**config.mk**
```make
export PLATFORM = sky130hd
export DESIGN_NAME = outlier_drain_flat
export DESIGN_NICKNAME = d
export VERILOG_FILES = /design/src/rtl/outlier_drain_pkg.sv /design/src/rtl/outlier_drain_if.sv /design/src/rtl/outlier_drain_skid_buf.sv /design/src/rtl/outlier_drain.sv /design/src/flat_wrapper.sv
export SDC_FILE = /design/constraint.sdc
export NUM_CORES = 1
export LEC_CHECK = 0
export ABC_AREA = 0
export BUFFER_PORTS_ARGS = -buffer_cell sky130_fd_sc_hd__buf_4
export CAP_MARGIN = 5
export CELL_PAD_IN_SITES_DETAIL_PLACEMENT = 2
export CELL_PAD_IN_SITES_GLOBAL_PLACEMENT = 2
export CORE_ASPECT_RATIO = 0.9
export CORE_MARGIN = 2
export CORE_UTILIZATION = 34
export CTS_CLUSTER_SIZE = 16
export DETAILED_ROUTE_END_ITERATION = 7
export MAX_ROUTING_LAYER = met4
export PLACE_DENSITY_LB_ADDON = 0.1
export SLEW_MARGIN = 40
export SYNTH_ARGS = -nofsm -noshare
export SYNTH_HDL_FRONTEND = slang
export SYNTH_HIERARCHICAL = 1
export SYNTH_SLANG_ARGS = --single-unit
```
**constraint.sdc**
```tcl
create_clock -name clock -period 2.2 [get_ports clock]
set_input_delay 0.44 -clock clock [delete_from_list [all_inputs] [get_ports clock]]
set_output_delay 0.44 -clock clock [all_outputs]
set_load 0.005 [all_outputs]
```
**src/rtl/outlier_drain_pkg.sv**
```systemverilog
// Shared types and constants for the outlier drain path.
// State encoding, default index width and the empty-frame sentinel.
package outlier_pkg;

  localparam int IDX_W = 16;

  localparam logic [IDX_W-1:0] EMPTY_SENTINEL = '1;

  typedef enum logic [1:0] {
    IDLE,
    DRAIN,
    CLOSE,
    FINISHED
  } state_t;

endpackage

```
**src/rtl/outlier_drain_if.sv**
```systemverilog
// Outbound outlier-index stream (valid/ready with last).
// master drives data/valid/last, slave returns ready.
interface outlier_drain_if #(
  parameter int N = 16
);

  logic [N-1:0] m_data;
  logic         m_valid;
  logic         m_ready;
  logic         m_last;

  modport master (
    output m_data,
    output m_valid,
    output m_last,
    input  m_ready
  );

  modport slave (
    input  m_data,
    input  m_valid,
    input  m_last,
    output m_ready
  );

endinterface

```
**src/rtl/outlier_drain_skid_buf.sv**
```systemverilog
// Small circular buffer with occupancy counter.
// Write and pop may happen in the same cycle.
module drain_skid_buf #(
  parameter  int W     = 16,
  parameter  int DEPTH = 4,
  localparam int AW    = $clog2(DEPTH)
) (
  input  logic          clk,
  input  logic          rst,
  input  logic          wr_en,
  input  logic [W-1:0]  wr_data,
  input  logic          pop,
  output logic [W-1:0]  head,
  output logic [AW:0]   occ
);

  logic [W-1:0]  mem [DEPTH];
  logic [AW-1:0] wr_ptr;
  logic [AW-1:0] rd_ptr;

  always_ff @(posedge clk or posedge rst) begin
    if (rst) begin
      wr_ptr <= '0;
      rd_ptr <= '0;
      occ    <= '0;
    end else begin
      if (wr_en) wr_ptr <= wr_ptr + 1'b1;
      if (pop)   rd_ptr <= rd_ptr + 1'b1;
      occ <= occ + (AW+1)'(wr_en) - (AW+1)'(pop);
    end
  end

  always_ff @(posedge clk) begin
    if (wr_en) mem[wr_ptr] <= wr_data;
  end

  assign head = mem[rd_ptr];

endmodule

```
**src/rtl/outlier_drain.sv**
```systemverilog
// Drains the outlier FIFO into a last-marked stream and counts beats.
// Optional macro OUTLIER_BOUNDS_CHECK_EN drops indices >= frame size.
module outlier_drain
  import outlier_pkg::*;
#(
  parameter int             N              = IDX_W,
  parameter int             BUF_DEPTH      = 4,
  parameter logic [N-1:0]   EMPTY_SENTINEL = {N{1'b1}}
) (
  input  logic              clock,
  input  logic              reset,
  input  logic [N-1:0]      fifo_dout,
  input  logic              fifo_empty,
  output logic              fifo_rd_en,
  input  logic              ctrl_done,
  input  logic [2*N-1:0]    point_cloud_size,
  outlier_drain_if.master   m,
  output logic [N-1:0]      outlier_count,
  output logic              finished,
  output logic              range_err
);

  localparam int AW = $clog2(BUF_DEPTH);

  state_t         state;
  state_t         state_nx;
  logic           inflight;
  logic           keep;
  logic           wr_en;
  logic           pop;
  logic           done_empty;
  logic [N-1:0]   head;
  logic [AW:0]    occ;
  logic [AW+1:0]  used;
  logic [N-1:0]   data;
  logic           valid;
  logic           last;

  // Reserve a slot for the word already requested from the FIFO.
  assign used       = {1'b0, occ} + (AW+2)'(inflight);
  assign fifo_rd_en = !reset && !fifo_empty && state != FINISHED
                      && used < (AW+2)'(BUF_DEPTH);
  assign done_empty = ctrl_done && fifo_empty && !inflight;

`ifdef OUTLIER_BOUNDS_CHECK_EN
  logic unused_size_hi;
  assign unused_size_hi = ^point_cloud_size[2*N-1:N];
  assign keep = fifo_dout < point_cloud_size[N-1:0];

  always_ff @(posedge clock or posedge reset) begin
    if (reset)                 range_err <= 1'b0;
    else if (inflight && !keep) range_err <= 1'b1;
  end
`else
  logic unused_size;
  assign unused_size = ^point_cloud_size;
  assign keep        = 1'b1;
  assign range_err   = 1'b0;
`endif

  assign wr_en = inflight && keep;

  drain_skid_buf #(
    .W     (N),
    .DEPTH (BUF_DEPTH)
  ) u_buf (
    .clk     (clock),
    .rst     (reset),
    .wr_en   (wr_en),
    .wr_data (fifo_dout),
    .pop     (pop),
    .head    (head),
    .occ     (occ)
  );

  always_ff @(posedge clock or posedge reset) begin
    if (reset) begin
      state         <= IDLE;
      inflight      <= 1'b0;
      outlier_count <= '0;
    end else begin
      state    <= state_nx;
      inflight <= fifo_rd_en;
      if (pop && outlier_count != '1)
        outlier_count <= outlier_count + 1'b1;
    end
  end

  // The newest entry is held back until close so it can carry last.
  always_comb begin
    state_nx = state;
    valid    = 1'b0;
    last     = 1'b0;
    data     = '0;
    unique case (state)
      IDLE: begin
        if (inflight)        state_nx = DRAIN;
        else if (done_empty) state_nx = CLOSE;
      end
      DRAIN: begin
        if (occ >= (AW+1)'(2)) begin
          valid = 1'b1;
          data  = head;
        end
        if (done_empty) state_nx = CLOSE;
      end
      CLOSE: begin
        valid = 1'b1;
        if (occ != '0) begin
          data = head;
          last = occ == (AW+1)'(1);
        end else begin
          data = EMPTY_SENTINEL;
          last = 1'b1;
        end
        if (m.m_ready && last) state_nx = FINISHED;
      end
      FINISHED: begin
        state_nx = FINISHED;
      end
    endcase
  end

  assign pop      = valid && m.m_ready && occ != '0;
  assign finished = state == FINISHED;

  assign m.m_data  = data;
  assign m.m_valid = valid;
  assign m.m_last  = last;

endmodule

```
**src/flat_wrapper.sv**
```systemverilog
// flat-port wrapper written by rule: the top's interface ports become plain ports
module outlier_drain_flat import outlier_pkg::*;
#(
  parameter int             N              = IDX_W,
  parameter int             BUF_DEPTH      = 4,
  parameter logic [N-1:0]   EMPTY_SENTINEL = {N{1'b1}}
)
  (clock, reset, fifo_dout, fifo_empty, fifo_rd_en, ctrl_done, point_cloud_size, outlier_count, finished, range_err, m_m_data, m_m_valid, m_m_last, m_m_ready);
  outlier_drain_if #(.N(N)) m_i ();
  input  logic clock;
  input  logic reset;
  input  logic [N-1:0] fifo_dout;
  input  logic fifo_empty;
  output logic fifo_rd_en;
  input  logic ctrl_done;
  input  logic [2*N-1:0] point_cloud_size;
  output logic [N-1:0] outlier_count;
  output logic finished;
  output logic range_err;
  output wire logic [$bits(m_i.m_data)-1:0] m_m_data;
  output wire logic [$bits(m_i.m_valid)-1:0] m_m_valid;
  output wire logic [$bits(m_i.m_last)-1:0] m_m_last;
  input wire logic [$bits(m_i.m_ready)-1:0] m_m_ready;
  assign m_m_data = m_i.m_data;
  assign m_m_valid = m_i.m_valid;
  assign m_m_last = m_i.m_last;
  assign m_i.m_ready = m_m_ready;
  outlier_drain #(.N(N), .BUF_DEPTH(BUF_DEPTH), .EMPTY_SENTINEL(EMPTY_SENTINEL)) u_core (.clock(clock), .reset(reset), .fifo_dout(fifo_dout), .fifo_empty(fifo_empty), .fifo_rd_en(fifo_rd_en), .ctrl_done(ctrl_done), .point_cloud_size(point_cloud_size), .m(m_i), .outlier_count(outlier_count), .finished(finished), .range_err(range_err));
endmodule
```
-- Yosys cells after proc, flatten, opt, wreduce, memory -nomap -nowiden
Memory sizes are Yosys's and may differ from the RTL's.
Index checks and enable logic that the tools add are counted.
- register bits: 26
- bits in writable memories: 64
- input bits: 53
- output and inout port bits: 37
- logic and storage cells: 50
- memories kept: 1
- memories (memory ; words ; bits a word ; read ports ; clocked after Yosys merged registers in ; write ports ; line ; RTL):
    u_core.u_buf.mem ; 4 ; 16 ; 1 ; 0 ; 1 ; outlier_drain_skid_buf.sv:17 ; logic [W-1:0] mem [DEPTH];
- add/sub/neg operators: 6
- magnitude comparators: 2
- eq/ne operators: 7
- muxes and demuxes: 14
- reduce and logical (&&, ||, !) cells: 14
- operator list (cell ; count):
    two-way mux 16 bit ; 2
    case mux 16 bit (2 select lines) ; 1
    adder 16 x 1 -> 16 bit, second input constant ; 1
    != test 16 bit, second input constant ; 1
    logical AND 1 bit ; 9
    case mux 2 bit (4 select lines) ; 1
    two-way mux 1 bit ; 6
    two-way mux 2 bit ; 3
    adder 2 x 1 -> 2 bit, second input constant ; 2
    adder 3 x 1 -> 4 bit ; 1
    == test 2 bit, second input constant ; 2
    less-than comparator 4 x 3 -> 1 bit, second input constant ; 1
    adder 3 x 1 -> 3 bit ; 1
    == test 3 x 1 -> 1 bit, second input constant ; 1
    greater-or-equal comparator 3 x 2 -> 1 bit, second input constant ; 1
    logical NOT 1 bit ; 3
    nonzero test 3 bit ; 1
    subtractor 3 x 1 -> 3 bit ; 1
    == test 2 x 1 -> 1 bit, second input constant ; 1
    logical NOT 2 bit ; 1
    != test 2 x 1 -> 1 bit, second input constant ; 1
    != test 2 bit, second input constant ; 1
    case mux 1 bit (2 select lines) ; 1

-- Depth between registers and ports, before layout
- depth after elaboration: 6
- mapped depth: 11

-- Hierarchy
The synthesis kept the hierarchy.
- by module, submodules not included (module ; times used ; cells an instance ; area an instance (sq um)):
    drain_skid_buf ; 1 ; 117 ; 2731.4
    outlier_drain ; 1 ; 137 ; 1208.7

-- Worst setup path after synthesis
No wires, ideal clock.
- path type: register to register
- from: register u_core.state[1]
- to: register u_core.u_buf.occ[2]
- setup time: 80 ps
- arrival time: 2328 ps
- required time: 2120 ps
- path slack: -207 ps
- stages on the path, launching flop included: 12
- cells stage by stage: dfrtp_1 -> inv_1 -> ha_1 -> o21a_2 -> o2111ai_4 -> inv_1 -> ha_1 -> inv_1 -> ha_1 -> fa_1 -> xnor2_1 -> xnor2_1
- cells in the longest elaborated chain, start to end: 5
- elaborated cells on any way between the ends: 6
- classes of those cells: add/sub: 1; eq/ne: 2; mux: 1; reduce/logical: 2
- RTL lines (element ; line ; RTL):
    from (decl) ; outlier_drain.sv:25 ; state_t state;
    from (signal assigned) ; outlier_drain.sv:82 ; state <= state_nx;
    == test 2 bit / == test 2 x 1 -> 1 bit (equally long branches) ; outlier_drain.sv:95 ; unique case (state)
    case mux 1 bit (2 select lines) (*) ; outlier_drain.sv:95 ;
    logical AND 1 bit (*) (2 in a row) ; outlier_drain.sv:124 ; assign pop = valid && m.m_ready && occ != '0;
    named net u_core.pop ; outlier_drain.sv:30 ; logic pop;
    subtractor 3 x 1 -> 3 bit (*) ; outlier_drain_skid_buf.sv:29 ; occ <= occ + (AW+1)'(wr_en) - (AW+1)'(pop);
    to (signal assigned) ; outlier_drain_skid_buf.sv:29 ;
    to (decl) ; outlier_drain_skid_buf.sv:14 ; output logic [AW:0] occ
The timed path passes the listed nets; every way through them passes the cells marked *.
A chain may end at the register's enable or synchronous reset.

-- Final worst setup path
- from: register u_core.state[0]
- to: output fifo_rd_en
- cells in the longest elaborated chain, start to end: 3
- RTL lines (element ; line ; RTL):
    != test 2 bit ; outlier_drain.sv:41 ; assign fifo_rd_en = !reset && !fifo_empty && state != FINISHED
    logical AND 1 bit ; outlier_drain.sv:41 ;
    logical AND 1 bit ; outlier_drain.sv:42 ; && used < (AW+2)'(BUF_DEPTH);
    to (decl) ; flat_wrapper.sv:14 ; output logic fifo_rd_en;
No other way between the ends.

==> impl_metrics.tcl <==
set metrics [dict create \
    power_frac_seq_pct 34.2 \
    power_per_cell_area_mw_per_mm2 1230 \
    synth_edf_count 64 \
    reg2reg_to "u_core/u_buf/occ[2]$_DFF_PP0_" \
    crit_path_cell_trace "buf_4 -> buf_6 -> ha_4 -> or4_4 -> a31oi_4 -> buf_6" \
    fin_nets 411 \
    hold_violations 0 \
    ys_types 41 \
    power_uw 6510 \
    reg2reg_depth 10 \
    core_sq_mm 0.0114 \
    grt-ovfl-total 0 \
    ys_async_sr_fraction_pct 28.9 \
    ys_ff_latch 90 \
    synth_area_sq_mm 0.00394 \
    critPathKind "reg -> out" \
    die_h_microns 106 \
    design_area_sq_mm 0.00528 \
    clock_latency_ns 0.34 \
    setup_violations 18 \
    die_area_sq_mm 0.0125 \
    drc_errors 0 \
    ant_nets 0 \
    antenna_found_initial 0 \
    internal-power_uw 4420 \
    dpl.hpwl_microns 6110 \
    fin_crit_ns 2.36 \
    num_io_pins 90 \
    grt.total_usage_pct 16.6 \
    dpl_cell_area_sq_mm 0.00471 \
    slew_violations 0 \
    cts_buffers 9 \
    start_kind "flop" \
    combPwrFrac_pct 42.0 \
    cts-root-buf "clkbuf_16" \
    tritoncts "done" \
    wl_microns 9450 \
    power.share.clock_pct 23.9 \
    syn_nets 319 \
    gp_congestion 0.729 \
    layout-drive-gt1-share_pct 43.3 \
    die_w_microns 117 \
    r2r-start "u_core/state[1]$_DFFE_PP0P_" \
    skew_ns 0.00827 \
    port-buffer-count 56 \
    dr.pass1.iters 4 \
    routed_via_density 4.79 \
    p_switching_uw 2090 \
    cpMostUsedCell "buf_6" \
    synth_top_area_cell "edfxtp_1" \
    status "complete, but fails checks" \
    start_util_pct 34.6 \
    grt_first_pass_wirelength_microns 15400 \
    arrival_ns 1.92 \
    fin_crit_sh_pct 107 \
    cp_slowest_cell "dfrtp_2" \
    grt_pass1_vias 2716 \
    syn_area_per_cell_sq_um 15.5 \
    r2r_setup_slack_ns -0.07 \
    setup_slack_ns -0.159 \
    tns_ns -2.01 \
    clk_pin_slew_ns 0.07 \
    core.rowCount 37 \
    final_common_cell "buf_4" \
    routedWlPerCell_microns 18.6 \
    drt_iter0_markers 76 \
    max_freq_ghz 0.424 \
    cts_num_sinks 90 \
    hold_class "in -> async" \
    cpPeakStageDelay_ns 0.44 \
    layout_common_cells "80 x buf_4, 64 x edfxtp_1, 26 x nor2_1" \
    holdWs_ns 0.0788 \
    synth_top_area_share_pct 48.8 \
    ir_drop_mv 0.580 \
    netlist_instances 254 \
    ys_top_cells_by_area "edfxtp_1 49%, dfrtp_1 17%, mux4_1 5.3%" \
    p_sw_share_pct 32.1 \
    clockBufferDepth 2 \
    insertedDiodeCount 0 \
    p_leak_uw 0.00207 \
    synth_flop_cell "edfxtp_1" \
    ys_seq_area_share_pct 65.3 \
    drv_cap 0 \
    fin_util_pct 46.3 \
    worstPathRequired_ns 1.76 \
    violations "setup timing" \
    yosysWarnings 6 \
    crit_fanout 3 \
    grt_max_degree 20 \
    htree_levels 3 \
    area_growth_pct 33.9 \
    grt_setup_unrepaired "true" \
    num_vias 2429 \
    end_kind "primary output" \
]
[sequential cells by signal (all words and copies together) (netlist names)]
signal / count
u_core/u_buf/mem: 64
u_core/outlier_count: 16
u_core/u_buf/occ: 3
u_core/state: 2
u_core/u_buf/rd_ptr: 2
u_core/u_buf/wr_ptr: 2
u_core/inflight: 1
[area by class of cell]
type	count	area, sq um
Tap cell	156	195
Sequential cell	90	2570
Inverter	13	48.8
Clock inverter	7	75.1
Multi-Input combinational cell	143	1400
Clock buffer	9	225
Fill cell	1152	6110
Timing Repair Buffer	89	758
[per-layer routing]
metal	vias up	GRT usage [%]	part of all wire, %
met5	-	-	0
li1	1115	-	-
met2	56	28.8	52
met4	0	4.13	0.95
met1	1251	19.9	43
met3	7	3.86	4.1
[repair_timing]
item | in CTS | in global routing
cloned | 1 | 1
hold buffers | 0 | 0
setup endpoints to repair | 18 | 19
setup buffers | 5 | 5
hold endpoints to repair | 0 | 0
resized for setup | 26 | 18
pin swaps | 5 | 7
[power groups by stage]
stage / combinational, uW / sequential (uW) / clock (uW)
after global routing: 2990 / 2250 / 1660
after CTS: 2570 / 2230 / 1600
final: 2730 / 2220 / 1550
after global placement: 2190 / 2220 / 0
after detailed placement: 2280 / 2240 / 0
after floorplan: 1290 / 2200 / 0
[cell usage after synthesis, types with 2 or more instances]
master,number
o21ai_0,2
inv_1,13
clkbuf_1,2
a21oi_1,2
and2_1,5
and3_1,3
nand3_1,8
dfrtp_1,26
mux4_1,8
ha_1,11
xnor2_1,16
o22ai_1,2
nand4_1,4
nor4_4,2
nand2_1,12
or3_1,3
nor2_1,36
buf_2,3
edfxtp_1,64
mux4_2,8
xor2_1,4
[how the worst max path moves through the flow]
| stage | startpoint | end | slack, ns | cells past startpoint |
|---|---|---|---|---|
| floorplan | u_core/state[1]$_DFFE_PP0P_ | u_core/u_buf/occ[2]$_DFF_PP0_ | -0.1 | 11 |
| global placement | u_core/u_buf/occ[1]$_DFF_PP0_ | u_core/u_buf/occ[2]$_DFF_PP0_ | -0.05 | 9 |
| detailed placement | u_core/state[1]$_DFFE_PP0P_ | u_core/u_buf/occ[2]$_DFF_PP0_ | -0.15 | 11 |
| CTS | u_core/state[0]$_DFFE_PP0P_ | m_m_data[0] | -0.12 | 8 |
| global route | u_core/state[1]$_DFFE_PP0P_ | m_m_data[2] | -0.24 | 8 |
| finish | u_core/state[0]$_DFFE_PP0P_ | fifo_rd_en | -0.16 | 6 |
[worst max-delay path, delay by kind of cell, from the launching register on]
kind | cells | cell delay, ns
and+or+nand+nor | 1 | 0.43
adders and majority gates | 1 | 0.15
buffers and inverters | 3 | 0.37
DFF | 1 | 0.44
AOI/OAI and AO/OA | 1 | 0.19
[cells by family (layout without fill, tap and decap cells)]
| logic type | count (synthesis) | in the layout | synth area share [%] |
|---|---|---|---|
| XOR/XNOR | 20 | 20 | 4.45 |
| adder cells (fa/ha/maj) | 12 | 12 | 4.00 |
| other | 1 | 1 | 0.0952 |
| multiplexers | 17 | 17 | 10.3 |
| flip-flops | 90 | 90 | 65.3 |
| AND/OR/NAND/NOR | 81 | 81 | 10.6 |
| buffers and inverters | 21 | 118 | 2.79 |
| AO/OA/AOI/OAI | 12 | 12 | 2.45 |
[per-stage QoR]
step                worst slack (ns)  cells
floorplan                    -0.0976    254
global placement             -0.0522    480
detailed placement            -0.148    480
CTS                           -0.122    501
global route                  -0.236    507
finish                        -0.159    507
(Power assumes the default switching activity.)
